--- src/rtl/ps2_pkg.sv ---
// Shared types and constants for the PS/2 scan-code decoder.
package ps2_pkg;

  localparam logic [7:0] PS2_EXT = 8'hE0;
  localparam logic [7:0] PS2_BRK = 8'hF0;

  typedef enum logic [1:0] {IDLE, E0, F0, E0F0} ps2_state_e;

  typedef struct packed {
    logic       ext;
    logic       brk;
    logic [7:0] code;
  } key_evt_t;

  // Start low, stop high, odd parity over data plus parity bit.
  function automatic logic frame_ok(input logic [10:0] f);
    return !f[0] && f[10] && (^f[9:1]);
  endfunction

endpackage

--- src/rtl/ps2_key_fifo.sv ---
// Synchronous first-word-fall-through FIFO; head entry is visible while not empty.
module ps2_key_fifo #(
  parameter int unsigned WIDTH = 10,
  parameter int unsigned DEPTH = 8
) (
  input  logic             clk,
  input  logic             rst,
  input  logic             wr_en,
  input  logic [WIDTH-1:0] wr_data,
  input  logic             rd_en,
  output logic [WIDTH-1:0] rd_data,
  output logic             empty,
  output logic             full
);

  localparam int unsigned AW = (DEPTH > 1) ? $clog2(DEPTH) : 1;

  logic [WIDTH-1:0] mem [DEPTH];
  logic [AW-1:0]    wr_ptr_q, rd_ptr_q;
  logic [AW:0]      count_q;
  logic             do_wr, do_rd;

  assign empty = (count_q == '0);
  assign full  = (count_q == (AW+1)'(DEPTH));

  // A read frees a slot in the same edge, so a full FIFO still accepts a write alongside it.
  assign do_rd = rd_en && !empty;
  assign do_wr = wr_en && (!full || do_rd);

  assign rd_data = empty ? '0 : mem[rd_ptr_q];

  always_ff @(posedge clk) begin
    if (do_wr) begin
      mem[wr_ptr_q] <= wr_data;
    end
  end

  always_ff @(posedge clk) begin
    if (rst) begin
      wr_ptr_q <= '0;
      rd_ptr_q <= '0;
      count_q  <= '0;
    end else begin
      if (do_wr) begin
        wr_ptr_q <= wr_ptr_q + AW'(1);
      end
      if (do_rd) begin
        rd_ptr_q <= rd_ptr_q + AW'(1);
      end
      if (do_wr && !do_rd) begin
        count_q <= count_q + (AW+1)'(1);
      end else if (do_rd && !do_wr) begin
        count_q <= count_q - (AW+1)'(1);
      end
    end
  end

endmodule

--- src/rtl/ps2_scan_decoder.sv ---
// PS/2 frame checker and E0/F0 prefix folder feeding a key-event FIFO.
module ps2_scan_decoder
  import ps2_pkg::*;
#(
  parameter int unsigned DEPTH       = 8,
  parameter int unsigned TIMEOUT_CYC = 50000
) (
  input  logic        clk,
  input  logic        rst,
  input  logic [10:0] frame,
  input  logic        frame_stb,
  input  logic        rd_en,
  output logic [7:0]  key_code,
  output logic        key_ext,
  output logic        key_brk,
  output logic        key_empty,
  output logic        key_full,
  output logic        ovf,
  output logic        frame_err,
  output logic [7:0]  err_cnt,
  input  logic        clr_err
);

  localparam int unsigned TW = $clog2(TIMEOUT_CYC + 1);

  ps2_state_e    state_q, state_d;
  logic [TW-1:0] tmo_cnt_q;
  logic [7:0]    data;
  logic          good, bad_stb, expire, wr_en;
  key_evt_t      wr_evt, head;

  assign data    = frame[8:1];
  assign good    = frame_ok(frame);
  assign bad_stb = frame_stb && !good;
  // A strobe on the last counted cycle reloads the timer, so the pending prefix survives.
  assign expire  = !frame_stb && (tmo_cnt_q == TW'(1));

  always_comb begin
    state_d = state_q;
    wr_en   = 1'b0;
    wr_evt  = '{ext: 1'b0, brk: 1'b0, code: data};
    if (frame_stb) begin
      if (!good) begin
        state_d = IDLE;
      end else begin
        unique case (state_q)
          IDLE: begin
            if (data == PS2_EXT)      state_d = E0;
            else if (data == PS2_BRK) state_d = F0;
            else                      wr_en   = 1'b1;
          end
          E0: begin
            if (data == PS2_BRK)      state_d = E0F0;
            else if (data != PS2_EXT) begin
              wr_en      = 1'b1;
              wr_evt.ext = 1'b1;
              state_d    = IDLE;
            end
          end
          F0: begin
            state_d = IDLE;
            if (data != PS2_EXT && data != PS2_BRK) begin
              wr_en      = 1'b1;
              wr_evt.brk = 1'b1;
            end
          end
          E0F0: begin
            state_d = IDLE;
            if (data != PS2_EXT && data != PS2_BRK) begin
              wr_en      = 1'b1;
              wr_evt.ext = 1'b1;
              wr_evt.brk = 1'b1;
            end
          end
        endcase
      end
    end else if (expire) begin
      state_d = IDLE;
    end
  end

  always_ff @(posedge clk) begin
    if (rst) begin
      state_q   <= IDLE;
      tmo_cnt_q <= '0;
    end else begin
      state_q <= state_d;
      if (frame_stb) begin
        tmo_cnt_q <= TW'(TIMEOUT_CYC);
      end else if (tmo_cnt_q != '0) begin
        tmo_cnt_q <= tmo_cnt_q - TW'(1);
      end
    end
  end

  // Clear takes priority: an error or drop in the clearing cycle is forgotten.
  always_ff @(posedge clk) begin
    if (rst || clr_err) begin
      ovf       <= 1'b0;
      frame_err <= 1'b0;
      err_cnt   <= '0;
    end else begin
      if (bad_stb) begin
        frame_err <= 1'b1;
        if (err_cnt != 8'hFF) begin
          err_cnt <= err_cnt + 8'd1;
        end
      end
      if (wr_en && key_full && !rd_en) begin
        ovf <= 1'b1;
      end
    end
  end

  ps2_key_fifo #(
    .WIDTH($bits(key_evt_t)),
    .DEPTH(DEPTH)
  ) u_fifo (
    .clk    (clk),
    .rst    (rst),
    .wr_en  (wr_en),
    .wr_data(wr_evt),
    .rd_en  (rd_en),
    .rd_data(head),
    .empty  (key_empty),
    .full   (key_full)
  );

  assign key_code = head.code;
  assign key_ext  = head.ext;
  assign key_brk  = head.brk;

endmodule
--- config.mk ---
export PLATFORM = sky130hd
export DESIGN_NAME = ps2_scan_decoder
export DESIGN_NICKNAME = d
export VERILOG_FILES = /design/src/rtl/ps2_pkg.sv /design/src/rtl/ps2_key_fifo.sv /design/src/rtl/ps2_scan_decoder.sv
export SDC_FILE = /design/constraint.sdc
export NUM_CORES = 1
export LEC_CHECK = 0
export ABC_CLOCK_PERIOD_IN_PS = 11000
export CORE_UTILIZATION = 60
export CTS_BUF_LIST = sky130_fd_sc_hd__clkbuf_2 sky130_fd_sc_hd__clkbuf_4 sky130_fd_sc_hd__clkbuf_8
export DETAILED_ROUTE_END_ITERATION = 7
export GPL_TIMING_DRIVEN = 1
export PLACE_DENSITY = 0.81
export SYNTH_ARGS = -nofsm -noshare
export SYNTH_HDL_FRONTEND = slang
export SYNTH_HIERARCHICAL = 1
export SYNTH_SLANG_ARGS = --single-unit
--- constraint.sdc ---
create_clock -name clk -period 11 [get_ports clk]
set_clock_uncertainty 0.1 [all_clocks]
set_input_delay 1.1 -clock clk [delete_from_list [all_inputs] [get_ports clk]]
set_output_delay 1.1 -clock clk [all_outputs]
set_load 0.005 [all_outputs]
# Word level (Yosys, flattened, before mapping)
# Memory sizes are Yosys's and may differ from the RTL's. A register that Yosys moved wholly into a read port is not among the register bits.
# Index checks and enable logic that the tools add are counted.
op_classes:
  n_eq_ne: 12
  muxes: 30
  reduce_logical: 32
  addsub: 6
op_table:
  columns: ["op", "count"]
  rows:
  - ["$mux 16", 2]
  - ["$ne 8x8->1 const B", 3]
  - ["$mux 2", 10]
  - ["$eq 16x1->1 const B", 1]
  - ["$eq 8x8->1 const B", 2]
  - ["$reduce_bool 16->1", 1]
  - ["$sub 16x1->16 const B", 1]
  - ["$logic_and 1x1->1", 11]
  - ["$mux 10", 1]
  - ["$ne 5x5->1 const B", 2]
  - ["$mux 1", 9]
  - ["$reduce_xor 9->1", 1]
  - ["$add 8x1->8 const B", 1]
  - ["$logic_not 1->1", 8]
  - ["$mux 4", 2]
  - ["$add 3x1->3 const B", 2]
  - ["$mux 3", 2]
  - ["$pmux 2 s3", 1]
  - ["$reduce_bool 2->1", 3]
  - ["$add 4x1->4 const B", 1]
  - ["$eq 2x2->1 const B", 2]
  - ["$eq 4x4->1 const B", 1]
  - ["$logic_not 4->1", 1]
  - ["$pmux 1 s2", 2]
  - ["8 further kinds", 10]
word_totals:
  in_bits: 16
  mem_bits_rw: 80
  register_bits: 38
  memories: 1
  output_inout_bits: 22
memory_table:
  columns: ["memory", "words", "word_bits", "rd", "rd_ports_with_merged_regs", "write_ports", "line", "rtl"]
  rows:
  - ["u_fifo.mem", 8, 10, 1, 1, 1, "ps2_key_fifo.sv:18", "logic [WIDTH-1:0] mem [DEPTH];"]

# Depth between registers and ports, before layout
# Gate-level depths: netlist of run 1.
depth:
  word_depth: 11
  mapped_depth: 14
  depth_no_buf: 14

# Hierarchy
# Netlist of run 1, hierarchy kept.
by_module_without_submodules:
  columns: ["module", "cells_each", "area_per_inst_um2", "n_inst"]
  rows:
  - ["ps2_key_fifo", 198, 3668.5, 1]
  - ["ps2_scan_decoder", 187, 1547.7, 1]

# Worst setup path before layout of run 1
# OpenSTA, ideal clock, no wires.
synth_path:
  kind: "input to register"
  start: "input frame[5]"
  end: "register u_fifo.count_q[3]"
  stages: 14
  t_arrival_ps: 4077
  setup_slack_ps: 6703
  setup_time_ps: 121
  n_path_buf: 0
  path_cell_list: "inv_1 -> ha_1 -> xnor3_1 -> xnor2_2 -> nor4_1 -> o21ai_4 -> inv_2 -> ha_1 -> inv_1 -> ha_1 -> a21oi_1 -> a211oi_1 -> a31oi_1 -> mux2_2"
synth_between:
  elab_chain_cells: 10
  word_cells_on_any_way: 21
  classes_between: "eq/ne: 4; mux: 9; reduce/logical: 8"
synth_rtl:
  columns: ["item", "line", "rtl"]
  rows:
  - ["start, declared", "ps2_scan_decoder.sv:10", "input logic [10:0] frame,"]
  - ["$ne 8x8->1 (tied with other cells)", "ps2_scan_decoder.sv:54, ps2_scan_decoder.sv:62, ps2_scan_decoder.sv:69", null]
  - ["$mux 1 (tied with other cells)", "ps2_scan_decoder.sv:54", "else if (data != PS2_EXT) begin"]
  - ["$mux 1 (on tied branches)", null, null]
  - ["$pmux 1 s3", "ps2_scan_decoder.sv:46", "unique case (state_q)"]
  - ["$mux 1 (*)", "ps2_scan_decoder.sv:43", "if (!good) begin"]
  - ["$mux 1 (*)", "ps2_scan_decoder.sv:42", "if (frame_stb) begin"]
  - ["net wr_en", "ps2_scan_decoder.sv:29", "logic good, bad_stb, expire, wr_en;"]
  - ["$logic_and 1x1->1 (*)", "ps2_key_fifo.sv:28", "assign do_wr = wr_en && (!full || do_rd);"]
  - ["net u_fifo.do_wr", "ps2_key_fifo.sv:21", "logic do_wr, do_rd;"]
  - ["$logic_not 1->1", "ps2_key_fifo.sv:52", "end else if (do_rd && !do_wr) begin"]
  - ["$logic_and 1x1->1", "ps2_key_fifo.sv:52", null]
  - ["$reduce_bool 2->1 (no source line)", null, null]
  - ["end signal, assigned", "ps2_key_fifo.sv:51", "count_q <= count_q + (AW+1)'(1);"]
  - ["end signal, assigned", "ps2_key_fifo.sv:53", "count_q <= count_q - (AW+1)'(1);"]
  - ["end, declared", "ps2_key_fifo.sv:20", "logic [AW:0] count_q;"]
# The timed path passes the listed nets; every way through them passes the cells marked *.
# A chain may end at the register's enable or synchronous reset.

# Final worst setup path of run 1
# Ends and elaborated chain as after synthesis.

==> results of run 1 <==
## metal layers
metal / up-vias / global-route usage, %
li1: 1558 / -
met1: 1566 / 28.8
met2: 96 / 42.2
met3: 18 / 6.14
met4: 0 / 9.72
met5: - / 0
## how the worst max path moves through the flow
stage / start / slack, ns / end
after floorplan: frame[5] / 6.70 / u_fifo/count_q[3]
after global placement: frame[5] / 5.80 / u_fifo/count_q[3]
after detailed placement: frame[5] / 5.62 / u_fifo/count_q[3]
after CTS: frame[5] / 6.09 / u_fifo/count_q[3]
after global routing: frame[5] / 5.70 / u_fifo/count_q[3]
final: frame[5] / 6.07 / u_fifo/count_q[3]
## stage by stage
stage / cells / worst slack (ns) / utilization, % / power, µW
2_1_floorplan: 385 / 6.70 / - / 692
3_5_place_dp: 522 / 5.62 / 69.1 / 798
3_3_place_gp: 522 / 5.80 / 69.1 / 790
4_1_cts: 553 / 6.09 / 73.6 / 1160
5_1_grt: 553 / 5.70 / 73.6 / 1210
6_report: 553 / 6.07 / 73.6 / 1160
## cell usage in the layout, fill, tap and decap left out, types with 4 or more instances in the layout
cell type and count:
edfxtp_1 80, nor2_1 48, dfxtp_1 41, clkdlybuf4s50_1 37, mux4_2 20, nand2_1 19, a21oi_1 17, clkbuf_8 17
inv_1 14, ha_1 13, xor2_1 12, mux2i_1 12, o21ai_0 11, or3_1 8, nand3_1 7, buf_4 7
nor3_1 6, o211ai_1 6, nand4_1 5, nand2b_1 4, or2_2 4, nor4_2 4, a31oi_1 4, clkinv_2 4
clkinvlp_4 4
## area by class of cell
class	instances	area (µm²)
Clock buffer	18	241
Clock inverter	13	131
Sequential cell	121	3220
Timing Repair Buffer	44	423
Tap cell	105	131
Fill cell	549	2190
Inverter	15	56.3
Multi-Input combinational cell	237	1900
## power groups by stage
stage	sequential, µW	clock (µW)	combinational (µW)
after floorplan	524	0	169
after global placement	534	0	256
after detailed placement	535	0	263
after CTS	525	375	265
after global routing	528	394	289
final	525	369	261
## sequential cells by signal, summed over array words and instances, names as in the netlist, named ones only
register         cells
u_fifo/mem          80
err_cnt              8
ovf                  1
tmo_cnt_q           16
u_fifo/rd_ptr_q      3
state_q              2
frame_err            1
u_fifo/count_q       4
u_fifo/wr_ptr_q      3
## kinds of logic (layout without fill, tap and decap cells)
family / count (synthesis) / in the layout / share of synthesized area, %
and+or+nand+nor: 124 / 124 / 12.2
DFF: 121 / 121 / 61.8
AOI/OAI and AO/OA: 48 / 48 / 5.85
muxes: 34 / 34 / 11.4
buffers and inverters: 27 / 90 / 2.01
xor gates and xnor gates: 17 / 17 / 3.26
adders and majority gates: 14 / 14 / 3.50
## critical path: cells and delay by family
kind            cells  cell delay (ns)
simple gates        1             0.72
fa+ha+maj           3             0.81
xor+xnor            2             0.57
buf+inv             4             0.93
compound gates      4             0.64
mux                 1             0.34
==> metrics.md, run 1 <==
| Metric | Value |
|---|---|
| Fin crit share | `between 40% and 50%` |
| Fin. max-slew vios | `0` |
| Reg-to-Reg Start | `u_fifo/count_q[1]` |
| # H-tree levels | `4` |
| Routability Congestion | `a little over 0.8` |
| Hold Path End | `frame_err` |
| Most common cell in the netlist | `edfxtp_1` |
| Die ar. | `between 9000 and 10000 µm²` |
| Internal Dissipation | `843 µW` |
| Worst Max-Slew Pin Slew | `around 1.1 ns` |
| Clock transition at the registers of the reported paths | `roughly 0.07 ns` |
| Met3 WL | `around 500 µm` |
| Max FO, Critical Path | `10` |
| IO Count | `38` |
| Fin crit period | `about 5 ns` |
| Core area | `about 8300 µm²` |
| Post-CTS Resized | `0` |
| Post-layout nets | `roughly 470` |
| Outcome | `completed` |
| Hold buffers post-CTS | `0` |
| Crit path DAT | `a little over 5 ns` |
| Total Wirelength | `~9800 µm` |
| Worst IR Drop VDD | `~0.1 mV` |
| P&R area growth vs syn | `17.1%` |
| Lkg Pwr | `about 0.0021 µW` |
| Synth Area per Inst | `approximately 14 µm²` |
| Number of global-route vias before repair | `around 3200` |
| Ant. Diodes | `0` |
| NetSw | `approximately 310 µW` |
| Vias per cell | `5.86` |
| Setup Viol. Count Final | `0` |
| 1st-iter DRT viols | `approximately 180` |
| Post-DP HPWL | `around 6500 µm` |
| Top_reg_cell synth | `edfxtp_1` |
| HP Start | `frame_err` |
| Worst path slowest cell | `nor4_1` |
| CTS tree | `built` |
| FF-to-FF setup slack | `~8 ns` |
| Sum Neg Setup Slack | `0 ns` |
| Worst Setup End Kind | `flip-flop` |
| Worst-case reg-to-reg path depth | `10` |
| Met2 WL | `approximately 5000 µm` |
| Clk buf depth | `2` |
| Hold crit path type | `reg -> reg` |
| GRT Total Usage | `24.3%` |
| Worst-Skew Late Latency | `0.42 ns` |
| Initial Utilization | `62.9%` |
| Max-cap violation count | `0` |
| Largest cells by area after synthesis | `edfxtp_1 (46%), dfxtp_1 (16%), mux4_2 (8.6%)` |
| Avg WL per Cell | `~18 µm` |
| Num CTS Buffers | `17` |
| Kind of critical path | `in -> reg` |
| Drt drc | `0` |
| PortBufs | `37` |
| Pre-Repair DR Iteration Count | `5` |
| Worst R2R End | `u_fifo/count_q[3]` |
| RSZ-0062 raised after global routing | `false` |
| Layout cells sized above 1 | `16.7%` |
| Post-synth top cells | `edfxtp_1 (80), nor2_1 (48), dfxtp_1 (41), mux4_2 (20), nand2_1 (19)` |
| Antenna violations before repair | `0` |
| WHS Path Cells | `2` |
| Sw Ratio | `about 27%` |
| WHS | `0.369 ns` |
| Design area | `6110 µm²` |
| Post-synthesis register bit count | `121` |
| Number of synthesized flops with an enable pin | `80` |
| Async SR Flop Fraction | `0%` |
| Worst Setup Start Kind | `input port` |
| Die Height | `approximately 95 µm` |
| Library cells used by synthesis | `approximately 50` |
| Clock power frac | `between 30 and 40%` |
| Global-route wire length before repair | `about 16000 µm` |
| Top cell by count, worst path | `ha_1` |
| Placed Instance Area | `roughly 5700 µm²` |
| Final ANT Viol Nets | `0` |
| Sequential share of the synthesized area | `about three fifths` |
| Root buf cell | `clkbuf_8` |
| Fmax | `0.203 GHz` |
| Net Count, Synth | `between 400 and 500` |
| Die width | `between 90 and 100 µm` |
| Largest net degree at the start of global routing | `25` |
| Max incr delay on CP | `around 0.72 ns` |
| Part of the power in registers | `a little under half` |
| Clk sinks | `121` |
| Post-Route M1 WL | `approximately 4000 µm` |
| Post-Syn Instances | `385` |
| Rows | `33` |
| Final Hold Violating Endpoints | `0` |
| Synth top area share | `a little under half` |
| Ys Warns | `6` |
| Vias | `3238` |
| Critical Path RT | `about 11 ns` |
| PD cells | `about 190 nW/µm²` |
| Post-CTS Setup Bufs | `0` |
| Combinational fraction of design power | `a little under a quarter` |
| Slew HR | `25.4%` |
| CP Cell Sequence | `clkdlybuf4s50_1 > inv_1 > ha_1 > xnor3_1 > xnor2_2 > nor4_1 > o21ai_4 > inv_2 > ha_1 > inv_1 > ha_1 > a21oi_1 > a211oi_1 > a31oi_1 > mux2_2` |
| Synthesized cell area | `5220 µm²` |
| Max Used Layer | `met4` |
| Grt total ovfl | `0` |
| Synth area leader | `edfxtp_1` |
No activity file was read; power rests on OpenSTA's default activity.
==> run 2, diff against run 1 <==
--- a/config.mk
+++ b/config.mk
@@ -5,7 +5,7 @@
 export SDC_FILE = /design/constraint.sdc
 export NUM_CORES = 1
 export LEC_CHECK = 0
-export ABC_CLOCK_PERIOD_IN_PS = 11000
+export ABC_CLOCK_PERIOD_IN_PS = 4900
 export CORE_UTILIZATION = 60
 export CTS_BUF_LIST = sky130_fd_sc_hd__clkbuf_2 sky130_fd_sc_hd__clkbuf_4 sky130_fd_sc_hd__clkbuf_8
 export DETAILED_ROUTE_END_ITERATION = 7
==> constraint.sdc (replaced) <==
create_clock -name clk -period 4.9 [get_ports clk]
set_clock_uncertainty 0.1 [all_clocks]
set_input_delay 0.49 -clock clk [delete_from_list [all_inputs] [get_ports clk]]
set_output_delay 0.49 -clock clk [all_outputs]
set_load 0.005 [all_outputs]
==> run 2 against run 1 <==
Setup slack got worse by 5.0 ns. Clock power grew to 2.9 times the previous value. First-iteration DRC count shrank 35%. Sequential power up 120%. Critical endpoint unchanged. Final cell count increased by 0.90%.
==> metrics.md, run 2 (synthesized netlist as in run 1, its figures left out) <==
| Metric | Value |
|---|---|
| Outcome | `completed` |
| Core area | `8300 µm² (unchanged)` |
| Drt drc | `0 (unchanged)` |
| Post-CTS Resized | `0 (unchanged)` |
| Final ANT Viol Nets | `0 (unchanged)` |
| Antenna violations before repair | `0 (unchanged)` |
| Critical Path RT | `5.11 ns (-6.10 ns)` |
| Clock transition at the registers of the reported paths | `0.07 ns (about the same)` |
| Post-layout nets | `470 (+0.86%)` |
| Power, Total | `2840 µW (+150%)` |
| Biggest register | `u_fifo/mem` |
| Clk sinks | `121 (unchanged)` |
| CTS tree | `built` |
| Num CTS Buffers | `17 (unchanged)` |
| PortBufs | `37 (unchanged)` |
| Clk buf depth | `2 (unchanged)` |
| Fin. max-slew vios | `0 (unchanged)` |
| # H-tree levels | `4 (unchanged)` |
| Layout cells sized above 1 | `17.9% (+1.1 points)` |
| Worst IR Drop VDD | `0.243 mV (+140%)` |
| Initial Utilization | `62.9% (unchanged)` |
| Vias | `3211 (-0.83%)` |
| Sum Neg Setup Slack | `0 ns (unchanged)` |
| Ant. Diodes | `0 (unchanged)` |
| Worst-Skew Late Latency | `0.42 ns (about the same)` |
| Worst-case reg-to-reg path depth | `10 (unchanged)` |
| Hold buffers post-CTS | `0 (unchanged)` |
| Number of global-route vias before repair | `3218 (-0.95%)` |
| Total Wirelength | `10200 µm (+3.8%)` |
| Vias per cell | `5.75 (-1.7%)` |
| IO Count | `38 (unchanged)` |
| Grt total ovfl | `0 (unchanged)` |
| Slew HR | `35.2% (+9.8 points)` |
| Final Hold Violating Endpoints | `0 (unchanged)` |
| Die width | `95.2 µm (unchanged)` |
| Worst Setup End Kind | `flip-flop` |
| Kind of critical path | `in -> reg` |
| Fin cells | `558 (+0.90%)` |
| Largest registers | `u_fifo/mem x80, tmo_cnt_q x16, err_cnt x8` |
| PD cells | `455 nW/µm² (+140%)` |
| GRT Total Usage | `24.9% (+0.62 points)` |
| Lkg Pwr | `0.00217 µW (+3.9%)` |
| Pre-Repair DR Iteration Count | `4 (-1)` |
| Hold crit path type | `reg -> reg` |
| WHS Path Cells | `2 (unchanged)` |
| Most frequent cells in the layout | `edfxtp_1 (80), nor2_1 (48), dfxtp_1 (41), clkdlybuf4s50_1 (37), mux4_2 (20)` |
| Worst Max-Slew Pin Slew | `0.971 ns (-0.145 ns)` |
| Placed Instances | `526 (+0.77%)` |
| Die Height | `95.2 µm (unchanged)` |
| Post-CTS Setup Bufs | `0 (unchanged)` |
| Setup Viol. Count Final | `0 (unchanged)` |
| Routability Congestion | `0.799 (-0.79%)` |
| Post-DP HPWL | `6310 µm (-2.5%)` |
| Setup WS pre-CTS | `0.631 ns (-4.99 ns)` |
| 1st-iter DRT viols | `115 (-35%)` |
| Avg WL per Cell | `18.2 µm (+2.9%)` |
| Max FO, Critical Path | `10 (unchanged)` |
| Fin crit share | `about four fifths` |
| Fin crit period | `3.85 ns` |
| P&R area growth vs syn | `19.9%` |
| Die ar. | `9070 µm² (unchanged)` |
| Max-cap violation count | `0 (unchanged)` |
| Max reg flops | `80 (unchanged)` |
| Root buf cell | `clkbuf_8` |
| Fmax | `~0.26 GHz` |
| Crit path DAT | `4.06 ns (-1.08 ns)` |
| Largest net degree at the start of global routing | `25 (unchanged)` |
| Worst path setup slack after routing | `1.05 ns (-5.02 ns)` |
| Commonest non-fill, non-tap cell in the layout | `edfxtp_1` |
| RSZ-0062 raised after global routing | `false` |
| Global-route wire length before repair | `16000 µm (+2.2%)` |
| Rows | `33 (unchanged)` |
| Worst Setup Start Kind | `input port` |
run 2: critical path, cell delays in order:
cell             delay (ns)
clkdlybuf4s50_1        0.63
inv_1                  0.08
ha_1                   0.31
xnor3_1                0.39
xnor2_2                0.34
nor4_1                 0.09
buf_4                  0.17
o21ai_4                0.09
inv_2                  0.09
ha_1                   0.20
inv_1                  0.13
ha_1                   0.29
a21oi_1                0.18
a211oi_1               0.10
a31oi_1                0.16
mux2_2                 0.34
run 2: path summary, 6_finish.rpt:
kind                          start                end  slack [ns]
setup / recovery           frame[5]  u_fifo/count_q[3]        1.05
hold / removal            frame_err          frame_err        0.39
setup reg to reg  u_fifo/count_q[1]  u_fifo/count_q[3]        2.03
hold reg to reg           frame_err          frame_err        0.39
run 2: per-layer routing:
metal | GRT usage, % | part of all wire (%)
met1 | 28.5 | 40
met2 | 44.4 | 53
met3 | 6.70 | 5.0
met4 | 9.34 | 1.7
met5 | 0 | 0
run 2: area by class of cell:
| class | count | area [µm²] |
|---|---|---|
| clock inverters | 14 | 244 |
| inverters | 15 | 56.3 |
| well taps | 105 | 131 |
| flip-flops and latches | 121 | 3220 |
| repair buffers | 48 | 453 |
| multi-input cells | 237 | 1900 |
| clock buffers | 18 | 248 |
| fillers | 541 | 2040 |
run 2: through the flow:
stage	util [%]	hold slack (ns)	cell area (µm²)
detailed placement	69.5	0.377	5760
finish	75.4	0.394	6260
global route	75.4	0.417	6260
CTS	75.4	0.394	6260
global placement	69.5	0.357	5760
floorplan	-	0.342	5220
run 2: where the power goes:
part	switching (µW)	leakage [µW]	internal (µW)
registers	54.4	0.00106	1120
clock network	396	0.000240	675
logic	273	0.000864	322
total	724	0.00217	2120
==> run 3, diff against run 2 <==
--- a/config.mk
+++ b/config.mk
@@ -5,7 +5,7 @@
 export SDC_FILE = /design/constraint.sdc
 export NUM_CORES = 1
 export LEC_CHECK = 0
-export ABC_CLOCK_PERIOD_IN_PS = 4900
+export ABC_CLOCK_PERIOD_IN_PS = 3600
 export CORE_UTILIZATION = 60
 export CTS_BUF_LIST = sky130_fd_sc_hd__clkbuf_2 sky130_fd_sc_hd__clkbuf_4 sky130_fd_sc_hd__clkbuf_8
 export DETAILED_ROUTE_END_ITERATION = 7
==> constraint.sdc (replaced) <==
create_clock -name clk -period 3.6 [get_ports clk]
set_clock_uncertainty 0.1 [all_clocks]
set_input_delay 0.36 -clock clk [delete_from_list [all_inputs] [get_ports clk]]
set_output_delay 0.36 -clock clk [all_outputs]
set_load 0.005 [all_outputs]
==> run 3 against run 2 <==
Total power is 29% higher. Sequential share of layout area shrank 0.48 points. Sequential power up 35%. Hold slack worse by 0.13 ns. Final cell count rose by 3.2%. Via count rose by 4.7%. First-iteration DRC count is 95% higher.
==> metrics.md, run 3 (synthesized netlist as in run 1, its figures left out) <==
| Metric | Value |
|---|---|
| Worst Setup Start Kind | `input port` |
| Core area | `8300 µm² (unchanged)` |
| Met3 Use GR | `6.22% (-0.48 points)` |
| Part of the power in registers | `43.3% (+1.9 points)` |
| Vias | `3363 (+4.7%)` |
| Top cell by count, worst path | `ha_1` |
| Rows | `33 (unchanged)` |
| PortBufs | `37 (unchanged)` |
| Worst Setup End Kind | `flip-flop` |
| Layout cells sized above 1 | `20.6% (+2.7 points)` |
| Kind of critical path | `in -> reg` |
| Post-DP HPWL | `6800 µm (+7.8%)` |
| Met2 global-route usage | `43.7% (-0.71 points)` |
| Sw Ratio | `26.9% (+1.5 points)` |
| RSZ-0062 raised after global routing | `false` |
| Worst-Skew Late Latency | `0.42 ns (about the same)` |
| Fin crit share | `93.5%` |
| Final Hold Violating Endpoints | `0 (unchanged)` |
| Clk sinks | `121 (unchanged)` |
| WHS | `0.263 ns (-0.131 ns)` |
| Worst path setup slack after routing | `0.233 ns (-0.820 ns)` |
| Fin crit period | `between 3 and 4 ns` |
| IO Count | `38 (unchanged)` |
| Crit path DAT | `3.58 ns (-0.48 ns)` |
| Total Wirelength | `10500 µm (+3.4%)` |
| Critical Path RT | `3.81 ns (-1.30 ns)` |
| Max reg flops | `80 (unchanged)` |
| Clk buf depth | `2 (unchanged)` |
| Grt total ovfl | `0 (unchanged)` |
| Combinational fraction of design power | `23.1% (+2.2 points)` |
| Sum Neg Setup Slack | `0 ns (unchanged)` |
| Number of global-route vias before repair | `3422 (+6.3%)` |
| Final ANT Viol Nets | `0 (unchanged)` |
| Worst IR Drop VDD | `0.316 mV (+30%)` |
| Vias per cell | `5.84 (+1.5%)` |
| Ant. Diodes | `0 (unchanged)` |
| Post-layout nets | `488 (+3.8%)` |
| Die width | `95.2 µm (unchanged)` |
| Slew HR | `51.8% (+17 points)` |
| Outcome | `completed` |
| Antenna violations before repair | `0 (unchanged)` |
| # H-tree levels | `4 (unchanged)` |
| Biggest register | `u_fifo/mem` |
| Max incr delay on CP | `0.50 ns (-0.13 ns)` |
| PD cells | `583 nW/µm² (+28%)` |
| Root buf cell | `clkbuf_8` |
| GRT Total Usage | `25.9% (+0.95 points)` |
| Post-CTS Setup Bufs | `0 (unchanged)` |
| Lkg Pwr | `0.00222 µW (+2.4%)` |
| Met1 Resource Use GR | `31.7% (+3.2 points)` |
| Internal Dissipation | `2690 µW (+27%)` |
| Die ar. | `9070 µm² (unchanged)` |
| Worst path slowest cell | `clkdlybuf4s50_1` |
| Drt drc | `0 (unchanged)` |
| NetSw | `991 µW (+37%)` |
| Worst Max-Slew Pin Slew | `0.722 ns (-0.248 ns)` |
| Hold buffers post-CTS | `0 (unchanged)` |
| Pre-Repair DR Iteration Count | `4 (unchanged)` |
| 1st-iter DRT viols | `224 (+95%)` |
| Fin util | `76.1% (+0.71 points)` |
| Fin. max-slew vios | `0 (unchanged)` |
| Max FO, Critical Path | `4 (-6)` |
| Global-route wire length before repair | `16800 µm (+5.2%)` |
| Gr busiest metal | `met2` |
| Setup WS pre-CTS | `-0.207 ns (-0.838 ns)` |
| Hold crit path type | `in -> reg` |
| Most frequent cells in the layout | `edfxtp_1 (80), nor2_1 (48), dfxtp_1 (41), clkdlybuf4s50_1 (36), buf_4 (29)` |
| Power, Total | `3680 µW (+29%)` |
| Routability Congestion | `0.809 (+1.2%)` |
| Num CTS Buffers | `17 (unchanged)` |
| Commonest non-fill, non-tap cell in the layout | `edfxtp_1` |
| Fmax | `0.297 GHz` |
| Clock power frac | `33.6% (-4.1 points)` |
| Setup Viol. Count Final | `0 (unchanged)` |
| Initial Utilization | `62.9% (unchanged)` |
| Largest registers | `u_fifo/mem x80, tmo_cnt_q x16, err_cnt x8` |
| Max-cap violation count | `0 (unchanged)` |
| CP Cell Sequence | `clkdlybuf4s50_1 > inv_1 > ha_1 > xnor3_1 > xnor2_2 > nor4_1 > buf_4 > o21ai_4 > inv_2 > ha_1 > inv_1 > ha_1 > a21oi_1 > a211oi_1 > a31oi_1 > mux2_2` |
| CTS tree | `built` |
| Die Height | `95.2 µm (unchanged)` |
| Avg WL per Cell | `18.3 µm (+0.13%)` |
| P&R area growth vs syn | `21.1%` |
| Largest net degree at the start of global routing | `25 (unchanged)` |
| Post-CTS Resized | `0 (unchanged)` |
| Clock transition at the registers of the reported paths | `0.07 ns (about the same)` |
-- run 3: layout make-up --
| class | count | area (µm²) |
|---|---|---|
| flip-flops and latches | 121 | 3220 |
| fillers | 511 | 1980 |
| multi-input cells | 237 | 1900 |
| repair buffers | 66 | 591 |
| clock buffers | 18 | 241 |
| clock inverters | 14 | 171 |
| well taps | 105 | 131 |
| inverters | 15 | 56.3 |
-- run 3: worst paths after layout --
| kind | from | end | slack, ns | cells after the start |
|---|---|---|---|---|
| max | frame[5] | u_fifo/count_q[3] | 0.23 | 16 |
| min | frame[1] | u_fifo/mem[7][0] | 0.26 | 1 |
| max reg2reg | u_fifo/count_q[1] | u_fifo/count_q[3] | 0.85 | 10 |
| min reg2reg | frame_err | frame_err | 0.35 | 2 |
-- run 3: worst max-delay path: cells and delay by family --
family	cells	cell delay, ns
buffers and inverters	5	0.86
AND/OR/NAND/NOR	1	0.18
XOR/XNOR	2	0.54
AO/OA/AOI/OAI	4	0.49
multiplexers	1	0.35
adder cells (fa/ha/maj)	3	0.78
-- run 3: power groups by stage --
stage	Sequential, µW	Combinational, µW	Clock [µW]
2_1_floorplan	1600	515	0
3_3_place_gp	1620	828	0
3_5_place_dp	1620	855	0
4_1_cts	1590	863	1260
5_1_grt	1600	939	1310
6_report	1590	852	1240
-- run 3: per-stage QoR --
step / cell area [µm²] / cells
CTS: 6310 / 576
detailed placement: 5900 / 544
global route: 6310 / 576
global placement: 5900 / 544
finish: 6310 / 576
floorplan: 5220 / 385
-- run 3: metal layers --
layer | vias up | wire [µm]
met2 | 114 | 5450
met1 | 1625 | 4320
met3 | 17 | 582
met5 | - | 0
li1 | 1607 | -
met4 | 0 | 158
